File: config.mk
export PLATFORM = sky130hd
export DESIGN_NAME = cont_cresc
export DESIGN_NICKNAME = d
export VERILOG_FILES = /design/src/rtl/cont_cresc.sv
export SDC_FILE = /design/constraint.sdc
export NUM_CORES = 1
export LEC_CHECK = 0
export CORE_ASPECT_RATIO = 0.9
export CORE_MARGIN = 8
export CORE_UTILIZATION = 45
export CTS_BUF_LIST = sky130_fd_sc_hd__clkbuf_4 sky130_fd_sc_hd__clkbuf_8 sky130_fd_sc_hd__clkbuf_16
export DETAILED_ROUTE_END_ITERATION = 7
export HOLD_SLACK_MARGIN = 0.15
export PLACE_DENSITY = 0.71
export SYNTH_ARGS = -nofsm -noshare
export SYNTH_HDL_FRONTEND = slang
export SYNTH_SLANG_ARGS = --single-unit
File: constraint.sdc
create_clock -name Clk -period 3.2 [get_ports Clk]
set_input_delay 0.48 -clock Clk [delete_from_list [all_inputs] [get_ports Clk]]
set_output_delay 0.48 -clock Clk [all_outputs]
set_load 0.02 [all_outputs]
File: src/rtl/cont_cresc.sv
// cont_cresc: two-digit BCD elapsed-time up-counter with IDLE/RUN/FIN control.
// Stops at a clamped, latched target and pulses Done_pulse on entry to FIN.
module cont_cresc #(
    parameter int MAX_DEZ = 9
) (
    input  logic       Clk,
    input  logic       Rst_n,
    input  logic       Start,
    input  logic       Stop,
    input  logic       Tick,
    input  logic [3:0] Target_Dez,
    input  logic [3:0] Target_Uni,
    output logic [3:0] Dez,
    output logic [3:0] Uni,
    output logic       Running,
    output logic       Done,
    output logic       Done_pulse
);
    typedef enum logic [1:0] {IDLE, RUN, FIN} state_t;
    localparam logic [3:0] MD = 4'(MAX_DEZ);
    state_t     state, state_nx;
    logic [3:0] tgt_dez, tgt_uni, tgt_dez_nx, tgt_uni_nx;
    logic [3:0] dez_nx, uni_nx, cl_dez, cl_uni, inc_dez, inc_uni;
    logic       pulse_nx;
    assign cl_dez  = (Target_Dez > MD) ? MD : Target_Dez;
    assign cl_uni  = (Target_Uni > 4'd9) ? 4'd9 : Target_Uni;
    assign inc_uni = (Uni == 4'd9) ? 4'd0 : Uni + 4'd1;
    assign inc_dez = (Uni == 4'd9) ? Dez + 4'd1 : Dez;
    assign Running = (state == RUN);
    assign Done    = (state == FIN);
    // Stop outranks Start, which outranks Tick; Tick only counts in RUN.
    always_comb begin
        state_nx   = state;
        dez_nx     = Dez;
        uni_nx     = Uni;
        tgt_dez_nx = tgt_dez;
        tgt_uni_nx = tgt_uni;
        pulse_nx   = 1'b0;
        if (Stop) begin
            state_nx = IDLE;
        end else if (Start) begin
            dez_nx     = 4'd0;
            uni_nx     = 4'd0;
            tgt_dez_nx = cl_dez;
            tgt_uni_nx = cl_uni;
            pulse_nx   = (cl_dez == 4'd0) && (cl_uni == 4'd0);
            state_nx   = pulse_nx ? FIN : RUN;
        end else if (Tick && state == RUN) begin
            dez_nx   = inc_dez;
            uni_nx   = inc_uni;
            pulse_nx = (inc_dez == tgt_dez) && (inc_uni == tgt_uni);
            state_nx = pulse_nx ? FIN : RUN;
        end
    end
    always_ff @(posedge Clk or negedge Rst_n) begin
        if (!Rst_n) begin
            state      <= IDLE;
            Dez        <= 4'd0;
            Uni        <= 4'd0;
            tgt_dez    <= 4'd0;
            tgt_uni    <= 4'd0;
            Done_pulse <= 1'b0;
        end else begin
            state      <= state_nx;
            Dez        <= dez_nx;
            Uni        <= uni_nx;
            tgt_dez    <= tgt_dez_nx;
            tgt_uni    <= tgt_uni_nx;
            Done_pulse <= pulse_nx;
        end
    end
endmodule
==> results.yml <==
cells_and_area:
  drive_gt1_share_pct: 4.43
  fin_nets: 173
  area_delta_synth_final_pct: 22.9
  antennaDiodeCount: 0
  layoutNonFillerInstCount: 186
  postLayoutCoreUtil_pct: 58.2
pwr:
  vdd_drop_max_uv: 387
  p_leak_uw: 0.000588
  cellPowerDensity_nw_per_um2: 653
global_routing:
  grt.overflow.total: 0
  use_met3_pct: 2.78
  grt_max_degree: 20
  use_met1_pct: 14.4
  grt_pass1_vias: 982
  antenna_found_initial: 0
  busiest_layer: "met2"
  grt_use_met2_pct: 19.0
  grt_pass1_wl_mm: 4.40
  grt_usage_pct: 11.4
worst_setup_path:
  cp-start-kind: "flop"
  r2r_cells: 7
  crit_path_start: "Uni[1]"
  critPathRequiredTime_ns: 3.38
  rr_startpoint: "Uni[1]"
  critPathKind: "reg -> reg"
  timing.critical_path.to: "state[0]"
  cp_max_fo: 12
  endpoint_kind: "flop"
  rr_endpoint: "state[0]"
  rrSetupSlack_ns: 1.07
  cp.arrival_ns: 2.31
min_path:
  min_path_type: "reg -> reg"
drt:
  viasPerCell: 5.42
  drt_iter0_markers: 81
  via_count: 1008
  routedWlPerCell_um: 13.2
  wl_mm: 2.45
  drtAntennaViolNets: 0
  drtPass1Iterations: 4
  drc: 0
floorplanning:
  core_area_um2: 2450
  dieWidth_um: 69.5
  rows: 17
  start_util_pct: 47.3
  io-pin-count: 24
  dieHeight_um: 64.1
  die_area_um2: 4450
yosys:
  syn_inst: 137
  seq_area_frac_synth_pct: 41.1
  synth_edf_count: 0
  synth_seq_cells: 19
  syn-num-nets: 151
  ys_types: 32
  ys_warn_count: 0
  synthFlopType: "dfrtp_1"
  ys_async_sr_fraction_pct: 100
  syn-cell-area_um2: 1160
  syn_area_per_cell_um2: 8.45
clock_network:
  cts_resized: 0
  cts_buffers: 3
  cts_sinks: 19
  hold_buffers: 0
  clock_latency_ns: 0.29
  htreeDepth: 1
  root_buffer: "clkbuf_4"
  cts_tree: "built"
  clk_pin_slew_ns: 0.12
  clk_path_buf_depth: 2
  postCtsSetupBuffers: 0
timing:
  setup-tns-final_ns: 0
  slew_headroom_pct: 44.1
  finalSetupViolCount: 0
  skew_ns: 0.00988
  rsz0062_at_grt: "false"
  min_period_over_period_pct: 66.6
  finalHoldViolations: 0
  tightest_slew_ns: 0.836
  max_freq_ghz: 0.470
  fin_crit_ns: 2.13
  slew_viol_final: 0
placed_design:
  placedCellCount: 182
  portBuffers: 23
  place_hpwl_mm: 1.86
  gp_congestion: 0.779
run:
  max_cap_viol_count: 0
outcome:
  status: "complete, no violations"
## through the flow
stage	cell area [um^2]	total power [uW]	setup slack, ns	hold WS (ns)
after floorplan	1160	662	1.20	0.184
after global placement	1390	797	1.13	0.494
after detailed placement	1390	804	1.09	0.501
after CTS	1420	934	1.09	0.528
after global routing	1420	1000	0.848	0.559
final	1420	929	1.07	0.522
## critical path: stages (launching register included)
cell	delay, ns
dfrtp_1	0.51
nor4bb_1	0.33
buf_4	0.20
mux2i_1	0.21
xnor2_1	0.09
a211oi_1	0.23
nand4_1	0.22
o21a_1	0.24
## sequential cells by signal, indices dropped and copies added (netlist names)
name / count
Done_pulse: 1
Dez: 4
Uni: 4
tgt_dez: 4
state: 2
tgt_uni: 4
## placed cells by master, fill, tap and decap left out, types with 2 or more instances in the layout
cell | netlist | layout
o21ai_1 | 15 | 15
nand4_1 | 5 | 5
nor4_1 | 3 | 3
nand2b_1 | 7 | 7
nor2b_1 | 4 | 4
xnor2_1 | 5 | 5
a21oi_1 | 9 | 9
clkdlybuf4s50_1 | 0 | 23
dfrtp_1 | 19 | 19
o21a_1 | 2 | 2
a21o_1 | 2 | 2
o21ai_0 | 2 | 2
xor2_1 | 3 | 3
clkbuf_4 | 0 | 4
nor3_1 | 6 | 6
nand2_1 | 17 | 17
nor2_1 | 10 | 10
buf_4 | 2 | 2
a22oi_1 | 3 | 3
mux2_1 | 2 | 2
inv_1 | 4 | 4
## cell usage after synthesis (3+ instances only)
library cell | number | share of area (%)
nand2_1 | 17 | 5.5
nor4_1 | 3 | 1.6
nand2b_1 | 7 | 3.8
nor3_1 | 6 | 2.6
inv_1 | 4 | 1.3
o21ai_1 | 15 | 6.5
nor2_1 | 10 | 3.2
dfrtp_1 | 19 | 41
xor2_1 | 3 | 2.3
a22oi_1 | 3 | 1.9
nand4_1 | 5 | 2.7
nor2b_1 | 4 | 2.2
clkbuf_1 | 5 | 1.6
xnor2_1 | 5 | 3.8
a21oi_1 | 9 | 3.9
## report_power, final
| part | switching (uW) | internal, uW | total, uW |
|---|---|---|---|
| clock network | 73.5 | 56.8 | 130 |
| registers | 101 | 290 | 391 |
| logic | 201 | 207 | 408 |
## worst min-delay path by stage
| stage | startpoint | end | slack (ns) | cells after the start |
|---|---|---|---|---|
| floorplan | Rst_n | Dez[0] | 0.18 | 0 |
| global placement | tgt_dez[1] | tgt_dez[1] | 0.49 | 2 |
| detailed placement | tgt_dez[1] | tgt_dez[1] | 0.50 | 2 |
| CTS | tgt_dez[1] | tgt_dez[1] | 0.53 | 2 |
| global route | tgt_dez[2] | tgt_dez[2] | 0.56 | 2 |
| finish | tgt_dez[1] | tgt_dez[1] | 0.52 | 2 |
## cells by family after synthesis
logic type / synth area share, %
muxes: 2.81
xor gates and xnor gates: 6.05
AOI/OAI and AO/OA: 18.8
buffers and inverters: 5.19
DFF: 41.1
and+or+nand+nor: 25.0
adders and majority gates: 1.08
## final cells by class
type | instances | area (um^2)
Inverter | 4 | 15.0
Multi-Input combinational cell | 106 | 622
Tap cell | 28 | 35.0
Clock buffer | 4 | 30.0
Timing Repair Buffer | 25 | 245
Sequential cell | 19 | 475
Fill cell | 225 | 1020
## per-layer routing
metal,vias up,share of wire [%]
met5,-,0
met1,456,49
met4,0,0.74
li1,525,-
met3,2,5.1
met2,25,45
No activity file was read; power rests on OpenSTA's default activity.
